`config.mk`:
```
export PLATFORM = sky130hd
export DESIGN_NAME = slot_alloc_rr
export DESIGN_NICKNAME = d
export VERILOG_FILES = /design/src/rtl/slot_alloc_pkg.sv /design/src/rtl/slot_alloc_rr_clz.sv /design/src/rtl/slot_alloc_rr.sv
export SDC_FILE = /design/constraint.sdc
export NUM_CORES = 1
export LEC_CHECK = 0
export CORE_UTILIZATION = 61
export CTS_CLUSTER_SIZE = 8
export DETAILED_ROUTE_END_ITERATION = 12
export PLACE_DENSITY = 0.87
export SLEW_MARGIN = 20
export SYNTH_ARGS = -nofsm -noshare
export SYNTH_HDL_FRONTEND = slang
export SYNTH_SLANG_ARGS = --single-unit
```
`constraint.sdc`:
```
create_clock -name clk -period 10.8 [get_ports clk]
set_clock_uncertainty 0.1 [all_clocks]
set_input_delay 1.62 -clock clk [delete_from_list [all_inputs] [get_ports clk]]
set_output_delay 1.62 -clock clk [all_outputs]
set_load 0.1 [all_outputs]
```
`src/rtl/slot_alloc_pkg.sv`:
```
// Shared types and helpers for the round-robin slot allocator.
package slot_alloc_pkg;

    localparam int unsigned SLOT_W    = 32;
    localparam int unsigned POP_MAX_W = 256;

    typedef logic [$clog2(SLOT_W)-1:0]   id_t;
    typedef logic [$clog2(SLOT_W+1)-1:0] cnt_t;

    // Number of set bits in a (zero-extended) vector.
    function automatic int unsigned popcount(input logic [POP_MAX_W-1:0] v);
        int unsigned n;
        n = 0;
        for (int unsigned i = 0; i < POP_MAX_W; i++) begin
            n = n + 32'(v[i]);
        end
        return n;
    endfunction

endpackage

```
`src/rtl/slot_alloc_rr_clz.sv`:
```
// Circular left-most-zero finder: highest zero of x_i strictly below pos_i,
// else highest zero overall. Two-level radix tree over a doubled candidate vector.
module slot_alloc_rr_clz
    import slot_alloc_pkg::*;
#(
    parameter int unsigned W       = SLOT_W,
    parameter int unsigned RADIX_N = 4
) (
    input  logic [W-1:0]         x_i,
    input  logic [$clog2(W)-1:0] pos_i,
    output logic [$clog2(W)-1:0] y_enc_o,
    output logic                 any_o
);

    localparam int unsigned IDW = $clog2(W);
    localparam int unsigned CW  = 2 * W;
    localparam int unsigned NG  = (CW + RADIX_N - 1) / RADIX_N;
    localparam int unsigned PW  = NG * RADIX_N;
    localparam int unsigned LW  = $clog2(RADIX_N);
    localparam int unsigned CIW = $clog2(PW) + 1;

    logic [W-1:0]   zero;
    logic [W-1:0]   below;
    logic [PW-1:0]  cand;
    logic [NG-1:0]  grp_any;
    logic [LW-1:0]  grp_idx [NG];
    logic [CIW-1:0] cidx;
    logic [CIW-1:0] y;
    logic           hit;

    // Upper half holds zeros below pos, so any hit there wins over the wrap half.
    always_comb begin
        zero  = ~x_i;
        below = '0;
        for (int unsigned i = 0; i < W; i++) begin
            below[i] = zero[i] && (IDW'(i) < pos_i);
        end
        cand = PW'({below, zero});
    end

    always_comb begin
        for (int unsigned g = 0; g < NG; g++) begin
            grp_any[g] = 1'b0;
            grp_idx[g] = '0;
            for (int unsigned k = 0; k < RADIX_N; k++) begin
                if (cand[g*RADIX_N + k]) begin
                    grp_any[g] = 1'b1;
                    grp_idx[g] = LW'(k);
                end
            end
        end
    end

    always_comb begin
        hit  = 1'b0;
        cidx = '0;
        for (int unsigned g = 0; g < NG; g++) begin
            if (grp_any[g]) begin
                hit  = 1'b1;
                cidx = CIW'(g * RADIX_N) + CIW'(grp_idx[g]);
            end
        end
        if (cidx >= CIW'(W)) begin
            y = cidx - CIW'(W);
        end else begin
            y = cidx;
        end
    end

    assign y_enc_o = IDW'(y);
    assign any_o   = hit;

endmodule

```
`src/rtl/slot_alloc_rr.sv`:
```
// Round-robin free-slot allocator: offers the next free slot below the last
// grant (descending, circular) on a valid/ready channel; slots return via free.
module slot_alloc_rr
    import slot_alloc_pkg::*;
#(
    parameter int unsigned W       = SLOT_W,
    parameter int unsigned RADIX_N = 4
) (
    input  logic                   clk,
    input  logic                   rst,
    output logic                   alloc_vld_o,
    input  logic                   alloc_rdy_i,
    output logic [$clog2(W)-1:0]   alloc_id_o,
    input  logic                   free_vld_i,
    input  logic [$clog2(W)-1:0]   free_id_i,
    output logic [W-1:0]           busy_o,
    output logic [$clog2(W+1)-1:0] count_o,
    output logic                   full_o,
    output logic                   empty_o,
    output logic                   err_o
);

    localparam int unsigned IDW  = $clog2(W);
    localparam int unsigned CNTW = $clog2(W+1);

    logic [W-1:0]    busy_q, busy_d;
    logic [IDW-1:0]  ptr_q, ptr_d;
    logic [IDW-1:0]  id_q, id_d;
    logic            vld_q, vld_d;
    logic [CNTW-1:0] cnt_q, cnt_d;
    logic            full_q, empty_q, err_q, err_d;

    logic [IDW-1:0]  srch_id;
    logic            srch_any;
    logic            load_c;
    logic            free_ok_c;

    slot_alloc_rr_clz #(
        .W       (W),
        .RADIX_N (RADIX_N)
    ) u_clz (
        .x_i     (busy_q),
        .pos_i   (ptr_q),
        .y_enc_o (srch_id),
        .any_o   (srch_any)
    );

    // A free is legal only for a held slot that is not the one still on offer.
    always_comb begin
        load_c    = (!vld_q || alloc_rdy_i) && srch_any;
        free_ok_c = free_vld_i
                 && ({1'b0, free_id_i} < (IDW+1)'(W))
                 && busy_q[free_id_i]
                 && !(vld_q && (free_id_i == id_q));
    end

    always_comb begin
        busy_d = busy_q;
        ptr_d  = ptr_q;
        id_d   = id_q;
        vld_d  = vld_q;
        cnt_d  = cnt_q;
        err_d  = err_q || (free_vld_i && !free_ok_c);

        if (free_ok_c) begin
            busy_d[free_id_i] = 1'b0;
        end
        if (load_c) begin
            busy_d[srch_id] = 1'b1;
            ptr_d           = srch_id;
            id_d            = srch_id;
            vld_d           = 1'b1;
        end else if (vld_q && alloc_rdy_i) begin
            vld_d = 1'b0;
        end

        unique case ({load_c, free_ok_c})
            2'b10:   cnt_d = cnt_q + CNTW'(1);
            2'b01:   cnt_d = cnt_q - CNTW'(1);
            default: cnt_d = cnt_q;
        endcase
    end

    always_ff @(posedge clk or posedge rst) begin
        if (rst) begin
            busy_q  <= '0;
            ptr_q   <= '0;
            id_q    <= '0;
            vld_q   <= 1'b0;
            cnt_q   <= '0;
            full_q  <= 1'b0;
            empty_q <= 1'b1;
            err_q   <= 1'b0;
        end else begin
            busy_q  <= busy_d;
            ptr_q   <= ptr_d;
            id_q    <= id_d;
            vld_q   <= vld_d;
            cnt_q   <= cnt_d;
            full_q  <= (cnt_d == CNTW'(W));
            empty_q <= (cnt_d == '0);
            err_q   <= err_d;
        end
    end

    assign alloc_vld_o = vld_q;
    assign alloc_id_o  = id_q;
    assign busy_o      = busy_q;
    assign count_o     = cnt_q;
    assign full_o      = full_q;
    assign empty_o     = empty_q;
    assign err_o       = err_q;

endmodule
```
## Word level (Yosys, flattened, before mapping)

Cells that the tools add are included.

- Bits of input ports: 9
- Register bits after elaboration: 47

- Equal/unequal tests: 4
- Magnitude comparators: 37
- Reductions and logical operators: 47
- Bitwise gates (word level): 4
- Add/sub/neg operators: 18
- Mux-type cells: 156

Operator list:

| operator | number |
|---|---|
| two-way mux 7 bit | 15 |
| two-way mux 1 bit | 101 |
| < comparator 5 bit (first input constant) | 16 |
| two-way mux 2 bit | 33 |
| two-way mux 32 bit | 2 |
| NOT 32 bit | 2 |
| adder 6 x 2 -> 7 bit (first input constant) | 8 |
| logical AND 1 bit | 40 |
| < comparator 4 x 5 -> 1 bit (first input constant) | 8 |
| AND 32 bit | 1 |
| OR 32 bit | 1 |
| adder 5 x 2 -> 6 bit (first input constant) | 4 |
| < comparator 3 x 5 -> 1 bit (first input constant) | 4 |
| < comparator 5 x 6 -> 1 bit (second input constant) | 2 |
| case mux 6 bit (2 select lines) | 1 |
| adder 4 x 2 -> 5 bit (first input constant) | 2 |
| demux 1 bit (select 5 bit) | 2 |
| greater-or-equal comparator 5 x 1 -> 1 bit (second input constant) | 2 |
| < comparator 1 x 5 -> 1 bit (first input constant) | 2 |
| < comparator 2 x 5 -> 1 bit (first input constant) | 2 |
| greater-or-equal comparator 7 x 6 -> 1 bit (second input constant) | 1 |
| adder 6 x 1 -> 6 bit (second input constant) | 1 |
| == test 6 bit (second input constant) | 1 |
| zero test 6 bit | 1 |
| 11 further kinds | 14 |

## Depth between registers and ports, before layout

Gate-level depths: netlist (run 1).

- Depth after elaboration: 29
- Gate-level depth with buffers: 18
- Depth with buffers taken out: 14

## Cells and area by module

A second synthesis (run 1) with hierarchy kept.

- Cell total of the unflattened synthesis: 524
- Area, all modules: 4202.8 um^2

Modules (own cells, without submodules):

| module | times used | area each (um^2) | cells an instance |
|---|---|---|---|
| slot_alloc_rr | 1 | 3011.6 | 324 |
| slot_alloc_rr_clz | 1 | 1191.1 | 200 |

## Least setup slack after synthesis (run 1)

Ideal clock, no wire load.

- Kind: input to register
- Start point: in free_id_i[0]
- End point: reg full_q (netlist: full_o)
- Stages: 15
- Path slack: 5.987 ns
- Library setup time: 0.105 ns
- Data arrival time: 4.608 ns
- Data required time: 10.595 ns
- Cell sequence: buf_4 -> mux4_2 -> a32oi_1 -> o221ai_1 -> o21a_1 -> ha_1 -> clkbuf_1 -> xor2_1 -> ha_1 -> a211oi_1 -> a21oi_1 -> a22oi_1 -> nor2_1 -> xor2_1 -> nor4b_1

- Cells in the longest elaborated chain, start to end: 7

Ends and longest elaborated chain:

| what | line | source |
|---|---|---|
| from (decl) | slot_alloc_rr.sv:15 | `input logic [$clog2(W)-1:0] free_id_i,` |
| binary-select mux 1 bit (select 5 bit) or == test 5 bit (tied branches) | slot_alloc_rr.sv:53, slot_alloc_rr.sv:54 |  |
| two-way mux 1 bit (not written as such) or logical AND 1 bit (tied branches) | slot_alloc_rr.sv:53, slot_alloc_rr.sv:54 |  |
| logical AND 1 bit or zero test 1 bit (tied branches) | slot_alloc_rr.sv:53, slot_alloc_rr.sv:54 |  |
| logical AND 1 bit (*) | slot_alloc_rr.sv:54 | `&& !(vld_q && (free_id_i == id_q));` |
| == test 2 x 1 -> 1 bit or == test 2 bit (tied branches) | slot_alloc_rr.sv:77 | `unique case ({load_c, free_ok_c})` |
| case mux 6 bit (2 select lines) (*) | slot_alloc_rr.sv:77 |  |
| named net cnt_d[4] | slot_alloc_rr.sv:30 | `logic [CNTW-1:0] cnt_q, cnt_d;` |
| == test 6 bit (*) | slot_alloc_rr.sv:100 | `full_q <= (cnt_d == CNTW'(W));` |
| to (signal assigned) | slot_alloc_rr.sv:100 |  |
| to (decl) | slot_alloc_rr.sv:31 | `logic full_q, empty_q, err_q, err_d;` |

The timed path passes the listed nets; every way through them passes the cells marked *. The select of a mux whose other input is x is not followed.
A chain may end at the register's enable or synchronous reset.

## Worst setup path after layout (run 1)

Ends and elaborated chain as after synthesis.

==> impl_metrics.env, run 1 <==
export IMPL_dpl_hpwl_mm=8.97
export IMPL_synth_compound_area_share_pct=35.6
export IMPL_synth_xor_xnor_area_share_pct=2.75
export IMPL_via_per_inst=7.33
export IMPL_r2r_slack_ns=6.62
export IMPL_clkSlewWorstSetupHoldPaths_ns=0.08
export IMPL_cp_max_fo=13
export IMPL_drive_gt1_share_pct=11.9
export IMPL_first_global_vias=4034
export IMPL_synth_top_area_share_pct=27.8
export IMPL_ys_seq_area_share_pct=28.4
export IMPL_grt_use_met1_pct=48.1
export IMPL_setup_tns_ns=0
export IMPL_max_slew_margin_pct=28.2
export IMPL_wl_per_cell_microns=22.4
export IMPL_n_antenna_cell=0
export IMPL_synth_warnings=0
export IMPL_clock_latency_ns=0.30
export IMPL_globalRouteOverflowTotal=0
export IMPL_r2r_cells=14
export IMPL_wl_mm=12.8
export IMPL_avgSynthCellArea_sq_um=8.99
export IMPL_grt_usage_pct=36.8
export IMPL_setup_worst_path_start_class="input port"
export IMPL_synth_mux_area_fraction_pct=4.83
export IMPL_synth_area_sq_mm=0.00415
export IMPL_arrival_ns=5.77
export IMPL_async_flop_share_pct=100
export IMPL_end_kind="flop"
export IMPL_syn_nets=473
export IMPL_chipWidth_microns=84.4
export IMPL_die_area_sq_mm=0.00713
export IMPL_ios=56
export IMPL_placementRows=29
export IMPL_clock_sinks=47
export IMPL_synth_edf_count=0
export IMPL_worst_hold_path_endpoint="err_o"
export IMPL_nNetsFinal=505
export IMPL_synth_seq_cells=47
export IMPL_io_buffers=55
export IMPL_failed_checks="design-rule violations"
export IMPL_ctsResizeCount=0
export IMPL_synthAdderAreaFrac_pct=0.906
export IMPL_r2r_end="full_o"
export IMPL_cts_setup_buffers=0
export IMPL_synthCells=461
export IMPL_drc=2
export IMPL_ys_types=74
export IMPL_yosys_area_top_type="dfrtp_1"
export IMPL_hold_buffers=0
export IMPL_synth_main_ff_cell="dfrtp_1"
export IMPL_globalRouteMet2Util_pct=57.7
export IMPL_cts_tree="done"
export IMPL_grt_setup_unrepaired="false"
export IMPL_start_util_pct=64.2
export IMPL_clockBufferDepth=2
export IMPL_synthTopCellsByCount="o21ai_0 (59), dfrtp_1 (46), nand2_1 (27)"
export IMPL_root_buffer="clkbuf_8"
export IMPL_yosys_area_share_simple_pct=19.8
export IMPL_busiest_layer="met2"
export IMPL_die_h_microns=84.4
export IMPL_vias=4187
export IMPL_r2r_start="busy_o[28]"
export IMPL_period_needed_ns=5.68
export IMPL_drv_cap=0
export IMPL_drt_iter0_markers=427
export IMPL_antenna_found_initial=0
export IMPL_yosys_top_cells_area="dfrtp_1 (28%), o41ai_2 (7.5%), o21ai_0 (7.1%)"
export IMPL_coreArea_sq_mm=0.00646
export IMPL_hp_start="err_o"
export IMPL_grt_max_degree=48
export IMPL_setup_viol=0
export IMPL_slew_violations=0
export IMPL_worst_pin_slew_ns=1.08
export IMPL_finalHoldViolCount=0
export IMPL_grt_pass1_wl_mm=20.5
export IMPL_numCtsBuffers=5
export IMPL_synth_most_common_cell="o21ai_0"
export IMPL_status="complete, but fails checks"
export IMPL_gp_congestion=0.944
export IMPL_max_freq_mhz=176
export IMPL_finalCritPeriodShare_pct=52.6
export IMPL_synth_top_family_by_area="compound AO/OA/AOI/OAI gates"
export IMPL_drtAntennaViolNets=0
export IMPL_area_growth_pct=12.7
export IMPL_hold_path_class="flop to flop"
export IMPL_drt_first_pass_iters=9
export IMPL_crit_required_ns=10.89
export IMPL_hold_depth=1
export IMPL_htree_num_levels=2
export IMPL_grt_met3_usage_pct=7.47
export IMPL_worstSetupPathType="input port to flop"
-- worst max path at each step --
stage                            start  endpoint  slack [ns]  cells after the start
after CTS                 free_id_i[0]    full_o        5.10                     15
after detailed placement  free_id_i[0]    full_o        4.82                     15
after floorplan           free_id_i[0]    full_o        5.99                     15
after global placement    free_id_i[0]   empty_o        5.08                     13
final                     free_id_i[0]    full_o        5.12                     15
after global routing      free_id_i[0]    full_o        4.88                     15
-- metrics by stage --
step / std cells / setup slack [ns] / instance area, sq um / hold slack, ns / utilization, %
2_1_floorplan: 461 / 5.99 / 4150 / 0.958 / -
5_1_grt: 571 / 4.88 / 4670 / 0.442 / 72.4
4_1_cts: 571 / 5.10 / 4670 / 0.428 / 72.4
6_report: 571 / 5.12 / 4670 / 0.421 / 72.4
3_3_place_gp: 563 / 5.08 / 4590 / 0.406 / 71.1
3_5_place_dp: 563 / 4.82 / 4590 / 0.400 / 71.1
-- state kept, by name (all words and copies together), names as in the netlist --
name	cells
alloc_vld_o	1
err_o	1
alloc_id_o	5
full_o	1
count_o	6
empty_o	1
busy_o	32
-- routing by layer --
layer  wire length, microns  vias up
met3                   1420       55
li1                       -     1850
met1                   4910     1989
met4                    450        0
met2                   5990      293
met5                      0        -
-- kinds of logic after synthesis --
family | Yosys count
AO/OA/AOI/OAI | 189
AND/OR/NAND/NOR | 143
buffers and inverters | 56
flip-flops | 47
XOR/XNOR | 13
multiplexers | 10
adder cells (fa/ha/maj) | 3
-- placed cells by master, fill, tap and decap left out, types with 4 or more instances in the layout --
cell / netlist / layout
o21ai_0: 59 / 59
clkdlybuf4s50_1: 0 / 55
dfrtp_1: 46 / 46
nand2_1: 27 / 27
nor2_1: 26 / 26
a21oi_1: 24 / 24
inv_1: 20 / 19
o41ai_2: 19 / 19
nand2b_1: 14 / 14
nand3_1: 12 / 12
nor3_1: 11 / 11
a31oi_1: 10 / 10
xor2_1: 9 / 9
o41ai_1: 9 / 9
nand4_1: 8 / 8
mux4_2: 8 / 8
nand3b_1: 7 / 7
o31ai_1: 7 / 7
nor4_1: 5 / 5
o21bai_1: 5 / 5
o211ai_1: 5 / 5
clkbuf_8: 0 / 5
buf_4: 5 / 5
nor2b_1: 4 / 4
and3_1: 4 / 4
xnor2_1: 4 / 4
o21a_1: 4 / 4
and2_1: 4 / 4
o22ai_1: 4 / 4
a211oi_1: 4 / 4
o31a_1: 4 / 4
-- critical path: stages --
cell and delay, ns:
clkdlybuf4s50_1 0.87, mux4_2 0.58, a32oi_1 0.21, o221ai_1 0.16
o21a_1 0.30, ha_1 0.37, xor2_1 0.21, ha_1 0.22
a21oi_1 0.17, xor2_1 0.17, nor2_1 0.07, xnor2_1 0.16
inv_1 0.08, nor3_1 0.28, nor4b_1 0.30
-- cell type report --
type	instances	area (sq um)
Inverter	21	78.8
Multi-Input combinational cell	358	2650
Fill cell	505	1790
Clock inverter	1	5.00
Tap cell	77	96.3
Sequential cell	47	1180
Timing Repair Buffer	60	588
Clock buffer	7	76.3
Power of run 1 is not shown: default switching activity piles up to over one toggle a cycle in this logic, so the estimate is an artifact.
==> inputs of run 2 (changes only) <==
--- a/config.mk
+++ b/config.mk
@@ -5,10 +5,10 @@
 export SDC_FILE = /design/constraint.sdc
 export NUM_CORES = 1
 export LEC_CHECK = 0
-export CORE_UTILIZATION = 61
+export CORE_UTILIZATION = 51
 export CTS_CLUSTER_SIZE = 8
 export DETAILED_ROUTE_END_ITERATION = 12
-export PLACE_DENSITY = 0.87
+export PLACE_DENSITY = 0.78
 export SLEW_MARGIN = 20
 export SYNTH_ARGS = -nofsm -noshare
 export SYNTH_HDL_FRONTEND = slang
==> constraint.sdc (replaced) <==
create_clock -name clk -period 4.8 [get_ports clk]
set_clock_uncertainty 0.1 [all_clocks]
set_input_delay 0.72 -clock clk [delete_from_list [all_inputs] [get_ports clk]]
set_output_delay 0.72 -clock clk [all_outputs]
set_load 0.1 [all_outputs]
==> run 2 against run 1 <==
  * Routed wire length rose by 1.1%
  * First-iteration DRC count shrank 11%
  * Register-to-register slack got worse by 5.5 ns
  * Non-clock buffer count rose by 11
  * The run now ends clean
  * Setup slack worse by 4.7 ns
==> impl_metrics.env, run 2 (synthesized netlist as in run 1, its figures left out) <==
export IMPL_drive_gt1_share_pct=14.1
export IMPL_clkSlewWorstSetupHoldPaths_ns=0.09
export IMPL_coreArea_sq_mm=0.00781
export IMPL_grt_max_degree=48
export IMPL_arrival_ns=4.45
export IMPL_drtAntennaViolNets=0
export IMPL_crit_end="empty_o"
export IMPL_grt_setup_unrepaired="false"
export IMPL_via_per_inst=6.95
export IMPL_place_area_sq_mm=0.00471
export IMPL_fin_util_pct=61.4
export IMPL_r2r_slack_ns=1.08
export IMPL_grt_usage_pct=31.4
export IMPL_globalRouteOverflowTotal=0
export IMPL_finalCritPeriodShare_pct=90.3
export IMPL_period_needed_ns=4.33
export IMPL_drv_cap=0
export IMPL_drc=0
export IMPL_r2r_start="busy_o[30]"
export IMPL_max_stage_delay_ns=0.76
export IMPL_max_freq_mhz=231
export IMPL_antenna_found_initial=0
export IMPL_wl_per_cell_microns=21.3
export IMPL_ctsResizeCount=0
export IMPL_htree_num_levels=2
export IMPL_cp_slowest_cell="clkdlybuf4s50_1"
export IMPL_fillCellCount=701
export IMPL_chipWidth_microns=92.2
export IMPL_wl_mm=12.9
export IMPL_status="finished clean"
export IMPL_setup_worst_path_start_class="input port"
export IMPL_die_h_microns=92.2
export IMPL_finalHoldViolCount=0
export IMPL_cts_setup_buffers=0
export IMPL_hold_path_class="flop to flop"
export IMPL_slew_violations=0
export IMPL_placementRows=32
export IMPL_vias=4221
export IMPL_max_slew_margin_pct=24.5
export IMPL_end_kind="flop"
export IMPL_worst_pin_slew_ns=1.13
export IMPL_nNetsFinal=516
export IMPL_drt_iter0_markers=381
export IMPL_final_cell_mix="o21ai_0 (59), clkdlybuf4s50_1 (55), dfrtp_1 (46), nand2_1 (27), nor2_1 (26)"
export IMPL_cts_tree="done"
export IMPL_root_buffer="clkbuf_8"
export IMPL_r2r_end="empty_o"
export IMPL_r2r_cells=14
export IMPL_n_antenna_cell=0
export IMPL_crit_chain="clkdlybuf4s50_1 -> mux4_2 -> a22oi_1 -> o221ai_1 -> o21a_1 -> ha_1 -> and2_1 -> o21ai_0 -> nand3_1 -> a211o_1 -> a21oi_1 -> xnor2_1 -> nor4bb_1"
export IMPL_setup_tns_ns=0
export IMPL_numCtsBuffers=5
export IMPL_hold_buffers=0
export IMPL_worstSetupPathType="input port to flop"
export IMPL_ios=56
export IMPL_clock_sinks=47
export IMPL_die_area_sq_mm=0.00849
export IMPL_drt_first_pass_iters=8
export IMPL_io_buffers=55
export IMPL_fin_area_sq_mm=0.00479
export IMPL_cp_max_fo=8
export IMPL_startpoint="free_id_i[0]"
export IMPL_setup_viol=0
export IMPL_gp_congestion=0.950
export IMPL_first_global_vias=4004
export IMPL_clockBufferDepth=2
export IMPL_dpl_hpwl_mm=9.31
export IMPL_grt_pass1_wl_mm=20.8
export IMPL_crit_required_ns=4.91
export IMPL_largest_reg_flops=32
export IMPL_clock_latency_ns=0.31
export IMPL_mostFrequentLayoutCell="o21ai_0"
export IMPL_area_growth_pct=15.6
export IMPL_start_util_pct=53.1
==> run 2: worst min-delay path by stage <==
stage	startpoint	end	depth (start not counted)
floorplan	free_vld_i	err_o	2
global placement	err_o	err_o	1
detailed placement	err_o	err_o	1
CTS	err_o	err_o	1
global route	err_o	err_o	1
finish	err_o	err_o	1
==> run 2: metal layers <==
metal	vias up	GRT usage [%]	share of wire, %
li1	1887	-	-
met1	2023	42.0	40
met2	263	49.6	47
met3	48	4.64	9.0
met4	0	15.4	3.4
met5	-	0	0
==> run 2: final cells by class <==
class	count	area [sq um]	share of cell area [%]
tap	102	128	2.66
clock buffer	6	72.6	1.51
sequential	47	1180	24.6
multi-input combinational	358	2650	55.3
inverter	21	80.1	1.67
timing repair buffer	71	671	14.0
clock inverter	2	12.5	0.261
==> run 2: per-stage QoR <==
step	cells	setup WS, ns	hold slack, ns
after floorplan	461	0.468	0.778
after global placement	599	0.297	0.361
after detailed placement	599	0.157	0.361
after CTS	607	0.499	0.391
after global routing	607	0.202	0.410
final	607	0.466	0.383
==> run 2: critical path: cells and delay by family <==
family                   cells  cell delay [ns]
XOR/XNOR                     1             0.20
AO/OA/AOI/OAI                6             1.41
AND/OR/NAND/NOR              3             0.58
buffers and inverters        1             0.76
multiplexers                 1             0.57
adder cells (fa/ha/maj)      1             0.21
Power of run 2 is left out for the same reason.
==> inputs of run 3 (changes only) <==
--- a/config.mk
+++ b/config.mk
@@ -5,10 +5,12 @@
 export SDC_FILE = /design/constraint.sdc
 export NUM_CORES = 1
 export LEC_CHECK = 0
-export CORE_UTILIZATION = 51
+export CORE_ASPECT_RATIO = 2
+export CORE_UTILIZATION = 56
 export CTS_CLUSTER_SIZE = 8
 export DETAILED_ROUTE_END_ITERATION = 12
-export PLACE_DENSITY = 0.78
+export GPL_TIMING_DRIVEN = 0
+export PLACE_DENSITY = 0.81
 export SLEW_MARGIN = 20
 export SYNTH_ARGS = -nofsm -noshare
 export SYNTH_HDL_FRONTEND = slang
==> constraint.sdc (replaced) <==
create_clock -name clk -period 4.7 [get_ports clk]
set_clock_uncertainty 0.1 [all_clocks]
set_input_delay 0.705 -clock clk [delete_from_list [all_inputs] [get_ports clk]]
set_output_delay 0.705 -clock clk [all_outputs]
set_load 0.1 [all_outputs]
==> run 3 against run 2 <==
  * Utilization is 7.7 points higher
  * First-iteration DRC count is 28% higher
  * Cell count is 1.5% higher
  * Global-route usage is 10 points higher
  * Critical path type unchanged
  * Critical endpoint is now full_o
  * Die area is 8.5% lower
  * Largest cell class unchanged
  * Highest routed layer unchanged
  * Routed wire length is 19% higher
  * Critical path depth is 2 higher
  * Non-clock buffer count is 19 higher
  * Setup slack worse by 0.26 ns
  * Sequential share of layout area is 0.92 points lower
  * Worst hold slack better by 0.066 ns
  * Cell area is 3.9% higher
==> impl_metrics.env, run 3 (synthesized netlist as in run 1, its figures left out) <==
export IMPL_nNetsFinal=535
export IMPL_start_util_pct=57.5
export IMPL_wl_per_cell_microns=25.0
export IMPL_max_stage_delay_ns=0.51
export IMPL_vias=4393
export IMPL_worst_pin_slew_ns=1.01
export IMPL_crit_required_ns=4.78
export IMPL_r2r_cells=15
export IMPL_r2r_end="full_o"
export IMPL_max_freq_mhz=223
export IMPL_max_slew_margin_pct=32.3
export IMPL_slew_violations=0
export IMPL_drt_iter0_markers=487
export IMPL_io_buffers=55
export IMPL_cts_setup_buffers=0
export IMPL_end_kind="flop"
export IMPL_cp_depth=15
export IMPL_timing_hold_ws_ns=0.449
export IMPL_final_cell_mix="o21ai_0 (59), clkdlybuf4s50_1 (53), dfrtp_1 (46), nand2_1 (27), nor2_1 (26)"
export IMPL_grt_max_degree=36
export IMPL_setup_worst_path_start_class="input port"
export IMPL_hold_depth=1
export IMPL_mostFrequentLayoutCell="o21ai_0"
export IMPL_numCtsBuffers=5
export IMPL_crit_chain="clkdlybuf4s50_1 -> clkbuf_1 -> nand3b_1 -> o221ai_1 -> o21a_1 -> ha_2 -> xor2_1 -> ha_1 -> a21oi_1 -> xor2_1 -> nor2_1 -> xnor2_1 -> inv_1 -> nor3_2 -> nor4b_1"
export IMPL_htree_num_levels=2
export IMPL_dpl_hpwl_mm=11.6
export IMPL_grt_setup_unrepaired="false"
export IMPL_grt_pass1_wl_mm=24.2
export IMPL_critPathBufInv=3
export IMPL_r2r_slack_ns=0.38
export IMPL_hp_start="err_o"
export IMPL_worstSetupPathType="input port to flop"
export IMPL_drive_gt1_share_pct=16.0
export IMPL_ctsResizeCount=3
export IMPL_die_h_microns=124
export IMPL_gp_congestion=1.01
export IMPL_fin_util_pct=69.0
export IMPL_drtAntennaViolNets=0
export IMPL_finalCritPeriodShare_pct=95.6
export IMPL_chipWidth_microns=62.8
export IMPL_hold_path_class="flop to flop"
export IMPL_n_antenna_cell=0
export IMPL_cp_common_cell="xor2_1"
export IMPL_cts_tree="done"
export IMPL_period_needed_ns=4.49
export IMPL_placementRows=44
export IMPL_startpoint="free_id_i[3]"
export IMPL_place_area_sq_mm=0.00483
export IMPL_die_area_sq_mm=0.00777
export IMPL_drc=0
export IMPL_finalHoldViolCount=0
export IMPL_fin_area_sq_mm=0.00498
export IMPL_setup_tns_ns=0
export IMPL_hold_buffers=0
export IMPL_clock_latency_ns=0.29
export IMPL_grt_usage_pct=41.8
export IMPL_status="finished clean"
export IMPL_drv_cap=0
export IMPL_cp_max_fo=10
export IMPL_clkSlewWorstSetupHoldPaths_ns=0.07
export IMPL_critPathTopFamily="simple AND/OR/NAND/NOR gates"
export IMPL_fillCellCount=600
export IMPL_globalRouteOverflowTotal=0
export IMPL_drt_first_pass_iters=5
export IMPL_worst_hold_path_endpoint="err_o"
export IMPL_clockBufferDepth=2
export IMPL_setup_viol=0
export IMPL_coreArea_sq_mm=0.00721
export IMPL_area_growth_pct=20.1
export IMPL_clock_sinks=47
export IMPL_ios=56
export IMPL_largest_reg_flops=32
export IMPL_first_global_vias=4542
export IMPL_antenna_found_initial=0
export IMPL_wl_mm=15.4
export IMPL_arrival_ns=4.57
export IMPL_root_buffer="clkbuf_16"
export IMPL_r2r_start="busy_o[27]"
export IMPL_cp_slowest_cell="clkdlybuf4s50_1"
export IMPL_via_per_inst=7.13
[run 3: worst max-delay path by stage]
stage	slack, ns	end
floorplan	0.37	full_o
global placement	-0.59	empty_o
detailed placement	-0.68	full_o
CTS	0.03	full_o
global route	0.02	full_o
finish	0.21	full_o
[run 3: metal layers]
metal | up-vias | part of all wire (%) | GRT usage (%)
met5 | - | 0 | 0
met3 | 99 | 6.9 | 5.13
li1 | 1915 | - | -
met4 | 0 | 8.0 | 31.7
met2 | 304 | 54 | 77.7
met1 | 2075 | 31 | 41.8
[run 3: per-stage QoR]
stage                     setup slack (ns)  std cells
final                                0.209        616
after global placement              -0.592        608
after global routing                0.0213        616
after detailed placement            -0.683        609
after CTS                           0.0278        617
after floorplan                      0.368        461
[run 3: cell type report]
type                       instances  area [sq um]  area share, %
buffer                            34           238           4.78
clock buffer                       8           136           2.74
inverter                          21          78.8           1.58
multi-input combinational        358          2670           53.5
sequential                        47          1180           23.6
tap                               92           115           2.31
timing repair buffer              56           568           11.4
Power of run 3 is left out for the same reason.
